<file path="src/rtl/bcd_pkg.sv">
// Shared BCD constants and helpers for the event counter.
// Latency: n/a (package only).
// Backpressure: n/a.
package bcd_pkg;

  localparam int BCD_W = 4;
  localparam logic [BCD_W-1:0] BCD_MAX = 4'd9;

  // True when a decade is at its top value and the next increment wraps it.
  function automatic logic bcd_is_max(input logic [BCD_W-1:0] digit);
    return digit == BCD_MAX;
  endfunction

endpackage

</file>
<file path="src/rtl/bcd_digit.sv">
// One BCD decade: counts 0..9 on inc_in and forwards the carry to the next decade.
// Latency: digit updates one clock after inc_in; inc_out is combinational.
// Backpressure: none; hold freezes the decade (used to saturate the whole chain).
module bcd_digit
  import bcd_pkg::*;
(
  input  logic             clk,
  input  logic             reset,
  input  logic             clear,
  input  logic             inc_in,
  input  logic             hold,
  output logic [BCD_W-1:0] digit,
  output logic             at_max,
  output logic             inc_out
);

  assign at_max  = bcd_is_max(digit);
  assign inc_out = inc_in & at_max;

  // Decade register: clear wins, otherwise step 0..9 and wrap to 0 after 9.
  always_ff @(posedge clk or posedge reset) begin
    if (reset) begin
      digit <= '0;
    end else if (clear) begin
      digit <= '0;
    end else if (inc_in && !hold) begin
      digit <= at_max ? '0 : digit + 4'd1;
    end
  end

endmodule

</file>
<file path="src/rtl/bcd_event_counter.sv">
// Counts rising edges of tick_in into a packed multi-decade BCD value with snapshot/overflow.
// Latency: count, overflow and carry_out update one clock after the edge that sees the tick rise.
// Backpressure: none; ticks arriving while enable=0 or clear=1 are dropped, not queued.
module bcd_event_counter
  import bcd_pkg::*;
#(
  parameter int DIGITS = 4,
  parameter int WRAP   = 1
) (
  input  logic                    clk,
  input  logic                    reset,
  input  logic                    tick_in,
  input  logic                    enable,
  input  logic                    clear,
  input  logic                    latch,
  output logic [BCD_W*DIGITS-1:0] count,
  output logic [BCD_W*DIGITS-1:0] snapshot,
  output logic                    overflow,
  output logic                    carry_out
);

  localparam logic WRAP_EN = (WRAP != 0);

  logic              tick_q;
  logic              inc;
  logic [DIGITS:0]   chain;
  logic [DIGITS-1:0] at_max_v;
  logic              all_max;
  logic              hold;
  logic              roll;

  assign inc      = tick_in & ~tick_q & enable;
  assign chain[0] = inc;
  assign all_max  = &at_max_v;
  // Saturating mode freezes every decade once the whole count reads all-9s.
  assign hold     = ~WRAP_EN & all_max;
  // The carry out of the top decade is exactly "increment while all-9s".
  assign roll     = chain[DIGITS];

  genvar gi;
  generate
    for (gi = 0; gi < DIGITS; gi++) begin : g_digit
      bcd_digit u_digit (
        .clk     (clk),
        .reset   (reset),
        .clear   (clear),
        .inc_in  (chain[gi]),
        .hold    (hold),
        .digit   (count[BCD_W*gi +: BCD_W]),
        .at_max  (at_max_v[gi]),
        .inc_out (chain[gi+1])
      );
    end
  endgenerate

  // Edge detector history; tracks tick_in regardless of enable/clear so a held tick counts once.
  always_ff @(posedge clk or posedge reset) begin
    if (reset) begin
      tick_q <= 1'b0;
    end else begin
      tick_q <= tick_in;
    end
  end

  // Sticky overflow and single-cycle rollover pulse; clear beats a coincident rollover.
  always_ff @(posedge clk or posedge reset) begin
    if (reset) begin
      overflow  <= 1'b0;
      carry_out <= 1'b0;
    end else if (clear) begin
      overflow  <= 1'b0;
      carry_out <= 1'b0;
    end else begin
      overflow  <= overflow | roll;
      carry_out <= roll & WRAP_EN;
    end
  end

  // Snapshot captures the pre-update count, independent of enable and clear.
  always_ff @(posedge clk or posedge reset) begin
    if (reset) begin
      snapshot <= '0;
    end else if (latch) begin
      snapshot <= count;
    end
  end

endmodule

</file>
<file path="config.mk">
export PLATFORM = sky130hd
export DESIGN_NAME = bcd_event_counter
export DESIGN_NICKNAME = d
export VERILOG_FILES = /design/src/rtl/bcd_pkg.sv /design/src/rtl/bcd_digit.sv /design/src/rtl/bcd_event_counter.sv
export SDC_FILE = /design/constraint.sdc
export NUM_CORES = 1
export LEC_CHECK = 0
export CAP_MARGIN = 25
export CORE_MARGIN = 2
export CORE_UTILIZATION = 40
export CTS_CLUSTER_SIZE = 12
export DETAILED_ROUTE_END_ITERATION = 10
export GPL_TIMING_DRIVEN = 0
export PLACE_DENSITY = 0.72
export RECOVER_POWER = 100
export SKIP_LAST_GASP = 1
export SYNTH_ARGS = -nofsm -noshare
export SYNTH_HDL_FRONTEND = slang
export SYNTH_SLANG_ARGS = --single-unit
</file>
<file path="constraint.sdc">
create_clock -name clk -period 1.5 [get_ports clk]
set_input_delay 0.375 -clock clk [delete_from_list [all_inputs] [get_ports clk]]
set_output_delay 0.375 -clock clk [all_outputs]
set_load 0.1 [all_outputs]
</file>
; Word-level counts from Yosys, hierarchy flattened
; Index checks and enable logic that the tools add are counted.
[word_totals]
ff_bits = 35
[op_classes]
addsub = 4
n_eq_ne = 4
mux = 14
bitwise = 8
reduce_logical = 4
[ops]
columns = op, count
row1 = $mux W4, 12
row2 = $add A4 B1 Y4 const B, 4
row3 = $eq A4 B4 Y1 const B, 4
row4 = $reduce_bool A2 Y1, 4
row5 = $and A1 B1 Y1, 6
row6 = $mux W1, 2
row7 = $not A1 Y1, 1
row8 = $or A1 B1 Y1, 1

; Logic depth before layout (Yosys ltp)
; Gate-level depths: netlist of run 1.
[depth]
depth_word = 9
mapped_depth = 7
depth_no_buf = 6

; Cells and area by module
; A second synthesis of run 1 with hierarchy kept.
[hier_totals]
cells_unflattened = 146
hier_area_um2 = 1707.9
[modules_own_cells]
columns = module, n_inst, cells_per_inst, area_each_um2
row1 = bcd_digit, 4, 26, 237.7
row2 = bcd_event_counter, 1, 42, 757.0

; Worst setup path after synthesis of run 1
; No wires, ideal clock.
[synth_path]
kind = register to register
start = reg g_digit[0].u_digit.digit[0]
end = reg g_digit[3].u_digit.digit[2]
setup_ps = 125
arrival_ps = 2155
required_ps = 1375
setup_slack_ps = -780
path_stages_with_launch = 6
cell_sequence = dfrtp_1 ha_1 nand3b_1 nor3_2 nand3_1 mux2_2
[synth_via]
elab_chain_cells = 5
[synth_lines]
columns = element, line_no
row1 = "start, declared", bcd_digit.sv:12  ; output logic [BCD_W-1:0] digit,
row2 = "start signal, assigned", bcd_digit.sv:27  ; digit <= at_max ? '0 : digit + 4'd1;
row3 = $eq A4 B4 Y1, bcd_pkg.sv:11  ; return digit == BCD_MAX;
row4 = $and A1 B1 Y1 (3 in a row), bcd_digit.sv:18  ; assign inc_out = inc_in & at_max;
row5 = $reduce_bool A2 Y1 (no line), -
row6 = "end signal, assigned", bcd_digit.sv:27
row7 = "end, declared", bcd_digit.sv:12
; No other way between the ends.
; A chain may end at the register's enable or synchronous reset.

; Final worst setup path of run 1
[layout_path]
start = reg g_digit[0].u_digit.digit[1]
end = reg g_digit[3].u_digit.digit[2]
; Same word-level chain as after synthesis.

==> summary.txt, run 1 <==
outcome: finished with violations
failing checks: negative setup slack
Chip Height: 68.28 um
top-area cell type share of the netlist area: 52.99%
TritonCTS clock tree: built
H-tree levels: 2
Max-Cap Viols: 0
Initial DRC Count: 79
Slew @ Worst Pin: 0.6133 ns
vias in the first global route: 1381
Worst path top cell family by delay: flip-flops
unrepaired setup endpoints after global routing: true
row count: 23
Post-Synthesis Cell Area: 0.001653 mm^2
Area contributors post-synth: dfrtp_1 (53%), mux2_2 (12%), ha_1 (4.5%), a21oi_1 (3.6%), nand3b_1 (3.2%)
root buf cell: clkbuf_8
area of the multi-input gates: 850.8 um^2
Lkg Pwr: 0.001177 uW
sequential cell area: 908.4 um^2
Req. time, crit path: 1.67 ns
kind of critical path: flop to flop
final setup violation count: 16
top cells by count, synth: dfrtp_1 (35), mux2_2 (17), nor2_1 (14), a21oi_1 (12)
Synth area leader: dfrtp_1
CTS Buf Count: 5
clk sink count: 35
critical path startpoint category: flop
Total GRT Usage: 19.63%
DP HPWL: 2.750 mm
GP Congestion: 0.7943
vias post-DR: 1405
Placed Area: 0.002175 mm^2
Final Hold Fails: 0
die footprint: 0.004662 mm^2
Routed Antenna Nets: 0
final wirelength: 4.499 mm
worst-path cell chain: inv_2 > ha_4 > nand3b_1 > buf_6 > nor3_4 > nand3_2 > mux2_4
Slew HR: 59.07%
Crit path buffers/inverters: 2
sequential area share after synthesis: 52.99%
WP data arrival: 1.82 ns
Synth Flop Type: dfrtp_1
IO Pins: 40
crit-path max cell delay: 0.49 ns
flop and latch count out of synthesis: 35
peak supply drop: 0.5137 mV
Hold WS: 0.2944 ns
total congestion overflow: 0
post-synthesis async set-or-reset flop share: 100.0%
Final Skew: 0.006373 ns
hold crit path type: primary input to flop
syn_area_per_cell: 11.09 um^2
largest net degree at the start of global routing: 21
# diodes: 0
Syn. warnings: 0
worst skew pair latency: 0.29 ns
most frequent cell after synthesis: dfrtp_1
slowest cell on the critical path: dfrtp_4
Hold Buf Count CTS: 0
DR pass1 iterations: 4
DRC: 0
share of cells above drive strength 1: 59.09%
Fillers: 332
first-pass GRT wire length: 6.658 mm
Synth Instances: 149
Power Density: 721.1 mW/mm^2
core box area: 0.004000 mm^2
Peak Freq: 607.9 MHz
Die X: 68.28 um
Post-Syn Nets: 161
Tcrit/Tclk final: 109.7%
Slew Viols, Final: 0
area delta synth->final: 48.68%
average routed wire per standard cell: 16.66 um
initial antenna violation count: 0
number of port buffers: 37
post-route minimum period: 1.645 ns
post-synth cell types: 31
Design Area, Final: 0.002457 mm^2
clock transition at the registers of the reported paths: 0.07 ns
Via density: 5.204
clock buffer depth: 2
crit-path max FO: 4
Critical Path End Type: flop
fin nets: 231
Final WS setup: -0.1450 ns
Initial Util: 41.32%
Post-synth EDFFs: 0
-- logic make-up after synthesis --
family | Yosys count | synth area share (%)
mux | 19 | 12.79
fa+ha+maj | 6 | 4.542
simple gates | 55 | 18.85
xor+xnor | 2 | 1.060
flops | 35 | 52.99
compound gates | 20 | 6.283
buf+inv | 12 | 3.482
-- layout by cell type, fill, tap and decap left out, types with 3 or more instances in the layout --
| cell | instances |
|---|---|
| ha_1 | 3 |
| a21oi_1 | 6 |
| nor3_2 | 4 |
| dfrtp_4 | 6 |
| mux2_2 | 16 |
| nand3b_1 | 7 |
| nand3_2 | 3 |
| buf_6 | 9 |
| a21oi_2 | 6 |
| clkbuf_4 | 5 |
| buf_2 | 18 |
| nor2b_1 | 3 |
| nand2_1 | 7 |
| dfrtp_1 | 21 |
| clkbuf_1 | 5 |
| dfrtp_2 | 8 |
| nor2_1 | 12 |
| buf_4 | 27 |
| o21ai_0 | 5 |
| inv_1 | 3 |
| and3b_2 | 3 |
| clkbuf_8 | 6 |
-- power by group --
part           leakage (uW)  switching, uW  internal (uW)
Clock             0.0000482            321            370
Sequential         0.000461           3.92            950
Combinational      0.000668           88.1           39.6
Total               0.00118            413           1360
-- cell type report --
cell class | count | area share (%)
Timing Repair Buffer | 64 | 19.55
Inverter | 6 | 1.018
Clock inverter | 1 | 0.2037
Sequential cell | 35 | 36.97
Buffer | 5 | 1.578
Tap cell | 50 | 2.546
Clock buffer | 7 | 3.513
Multi-Input combinational cell | 102 | 34.62
-- per-layer routing --
layer / global-route usage [%] / part of all wire (%)
met1: 23.24 / 40
met2: 34.83 / 53
met3: 5.428 / 5.3
met4: 5.250 / 1.2
met5: 0 / 0
-- final timing paths --
check | startpoint | endpoint | slack, ns | cells past startpoint
max | g_digit[0].u_digit.digit[1] | g_digit[3].u_digit.digit[2] | -0.15 | 7
min | clear | g_digit[1].u_digit.digit[2] | 0.29 | 2
max reg2reg | g_digit[0].u_digit.digit[1] | g_digit[3].u_digit.digit[2] | -0.15 | 7
min reg2reg | snapshot[15] | snapshot[15] | 0.50 | 1
max in group asynchronous | reset | g_digit[2].u_digit.digit[1] | 0.10 | 3
min in group asynchronous | reset | snapshot[5] | 0.59 | 2
-- sequential cells by signal, indices dropped and copies added, names as in the netlist --
register	flops
snapshot	16
carry_out	1
tick_q	1
overflow	1
g_digit.u_digit.digit	16
-- metrics by stage --
step | TNS [ns] | total power [uW] | util, % | worst slack (ns) | instances
floorplan | -1.343 | 1052 | - | -0.2866 | 149
global placement | -33.61 | 1083 | 53.68 | -0.5800 | 236
detailed placement | -18.95 | 1095 | 54.36 | -0.5277 | 237
CTS | -0.9659 | 1794 | 58.49 | -0.1241 | 263
global route | -2.192 | 1844 | 61.43 | -0.1932 | 270
finish | -1.054 | 1772 | 61.43 | -0.1450 | 270
-- what timing repair did --
action / CTS / global route
buffers inserted: 18 / 9
endpoints found under the setup margin: 49 / 23
gates resized for setup: 201 / 31
pin swaps: 8 / 9
(Power assumes the default switching activity.)
==> inputs of run 2 (changes only) <==
--- a/config.mk
+++ b/config.mk
@@ -8,6 +8,7 @@
 export CAP_MARGIN = 25
 export CORE_MARGIN = 2
 export CORE_UTILIZATION = 40
+export CTS_CLUSTER_DIAMETER = 30
 export CTS_CLUSTER_SIZE = 12
 export DETAILED_ROUTE_END_ITERATION = 10
 export GPL_TIMING_DRIVEN = 0
@@ -16,4 +17,5 @@
 export SKIP_LAST_GASP = 1
 export SYNTH_ARGS = -nofsm -noshare
 export SYNTH_HDL_FRONTEND = slang
+export SYNTH_HIERARCHICAL = 1
 export SYNTH_SLANG_ARGS = --single-unit
==> run 2 against run 1 <==
Against the previous run:
- the run still ends with negative setup slack left
- wire length fell by 11%
- power rose by 17%
- worst setup slack got worse by 0.34 ns
- clock power rose by 8.2%
- final area fell by 7.2%
- flip-flop and latch count did not move
- via count fell by 7.8%
- register-to-register slack got worse by 0.34 ns
- hold slack improved by 0.094 ns
- sequential power rose by 4.3%
==> summary.txt, run 2 <==
Area contributors post-synth: dfrtp_1 (51%), mux2_4 (8.8%), ha_1 (5.9%), mux2_2 (4.0%), a21oi_1 (3.5%)
initial antenna violation count: 0
Syn. warnings: 6
failing checks: negative setup slack
Synth Flop Type: dfrtp_1
Initial DRC Count: 26
DR pass1 iterations: 4
most frequent cells in the layout: dfrtp_1 (31), buf_4 (20), buf_2 (18)
Critical Path End Type: flop
number of port buffers: 38
worst skew pair latency: 0.28 ns
TritonCTS clock tree: built
root buf cell: clkbuf_8
total congestion overflow: 0
kind of critical path: flop to flop
Slew @ Worst Pin: 0.9540 ns
row count: 23
Max-Cap Viols: 0
final wirelength: 3.982 mm
top-area cell type share of the netlist area: 51.28%
Power Density: 910.4 mW/mm^2
slowest cell on the critical path: dfrtp_4
hold crit path type: primary input to flop
Req. time, crit path: 1.69 ns
largest net degree at the start of global routing: 20
Die X: 69.35 um
Routed Antenna Nets: 0
most frequent CP cell: and2_4
Fillers: 357
Slew Viols, Final: 0
most frequent cell after synthesis: dfrtp_1
sequential cell area: 885.9 um^2
DRC: 0
CTS Buf Count: 5
clock buffer depth: 2
clock transition at the registers of the reported paths: 0.07 ns
core box area: 0.004058 mm^2
Worst path top cell family by delay: simple AND/OR/NAND/NOR gates
Tcrit/Tclk final: 132.3%
crit-path max cell delay: 0.50 ns
DP HPWL: 2.646 mm
fin nets: 216
average routed wire per standard cell: 15.74 um
post-synth cell types: 22
H-tree levels: 2
# diodes: 0
area of the multi-input gates: 827.0 um^2
Final WS setup: -0.4848 ns
reg2reg setup slack: -0.48 ns
area delta synth->final: 33.48%
syn_area_per_cell: 11.70 um^2
IO Pins: 40
post-route minimum period: 1.985 ns
top cells by count, synth: dfrtp_1 (35), inv_1 (13), a21oi_1 (12), nand2_1 (12), mux2_4 (10)
sequential area share after synthesis: 51.28%
Synth Instances: 146
peak supply drop: 0.3791 mV
vias post-DR: 1296
worst-path cell chain: inv_2 > ha_4 > and3b_2 > and2_4 > and2_4 > and2_4 > nand2b_4 > or4_1 > a21oi_1
clk sink count: 35
WP data arrival: 2.18 ns
Post-Synthesis Cell Area: 0.001708 mm^2
Initial Util: 42.09%
Total GRT Usage: 17.68%
unrepaired setup endpoints after global routing: true
critical path startpoint category: flop
Hold WS: 0.3886 ns
GP Congestion: 0.7566
Post-synth EDFFs: 0
flop and latch count out of synthesis: 35
Post-Layout Cell Count: 253
first-pass GRT wire length: 6.706 mm
Slew HR: 36.65%
die footprint: 0.004809 mm^2
crit-path max FO: 6
biggest regs: g_digit.u_digit/digit: 16 flops, snapshot: 16 flops
Synth area leader: dfrtp_1
Final Skew: 0.002873 ns
Hold Buf Count CTS: 0
Crit path buffers/inverters: 1
commonest non-fill, non-tap cell in the layout: dfrtp_1
vias in the first global route: 1386
placed cell count: 237
Via density: 5.123
post-synthesis async set-or-reset flop share: 100.0%
Chip Height: 69.35 um
Final Hold Fails: 0
share of cells above drive strength 1: 45.32%
final setup violation count: 20
Lkg Pwr: 0.001139 uW
outcome: finished with violations
Peak Freq: 503.8 MHz
==> run 2: worst paths after layout <==
check / cells after the start / end / from
worst max-delay path: 9 / g_digit[3].u_digit/digit[2] / g_digit[0].u_digit/digit[1]
worst min-delay path: 2 / snapshot[11] / latch
worst max register to register: 9 / g_digit[3].u_digit/digit[2] / g_digit[0].u_digit/digit[1]
worst min register to register: 1 / snapshot[12] / snapshot[12]
max in group asynchronous: 2 / snapshot[14] / reset
min in group asynchronous: 2 / g_digit[1].u_digit/digit[2] / reset
==> run 2: final cells by class <==
class,instances,area share (%)
plain buffers,2,1.372
clock buffers,8,4.391
inverters,13,2.141
multi-input cells,99,36.28
flip-flops and latches,35,38.86
well taps,50,2.744
repair buffers,46,14.22
==> run 2: metrics by stage <==
step	power (uW)	cell area (um^2)	utilization [%]	TNS, ns	setup slack (ns)
after CTS	2090	2270	55.94	-6.198	-0.4641
after floorplan	1261	1750	-	-7.011	-0.5746
after detailed placement	1354	2193	54.05	-23.36	-0.6703
final	2075	2280	56.18	-6.493	-0.4848
after global placement	1344	2193	54.05	-21.31	-0.6231
after global routing	2156	2280	56.18	-7.926	-0.5648
==> run 2: repair_timing <==
action	in CTS	in global routing
gates resized for setup	190	10
pin swaps	6	3
endpoints found under the setup margin	52	21
buffers inserted	7	1
==> run 2: logic make-up after synthesis <==
| group | Yosys count | synth area share [%] |
|---|---|---|
| AOI/OAI and AO/OA | 21 | 6.740 |
| adders and majority gates | 8 | 5.861 |
| buffers and inverters | 15 | 4.689 |
| DFF | 35 | 51.28 |
| muxes | 16 | 12.75 |
| other | 1 | 0.2196 |
| and+or+nand+nor | 50 | 18.46 |
==> run 2: per-layer routing <==
layer	GRT usage, %	up-vias	share of wire [%]
li1	-	613	-
met1	20.51	628	42
met2	31.52	49	50
met3	5.814	6	7.3
met4	4.139	0	0.88
met5	0	-	0
==> run 2: where the power goes <==
group | total, uW | leakage [uW] | switching [uW] | internal [uW]
Sequential | 995 | 0.000476 | 24.6 | 970
Clock | 748 | 0.0000515 | 329 | 419
Combinational | 333 | 0.000612 | 253 | 79.4
Total | 2080 | 0.00114 | 607 | 1470
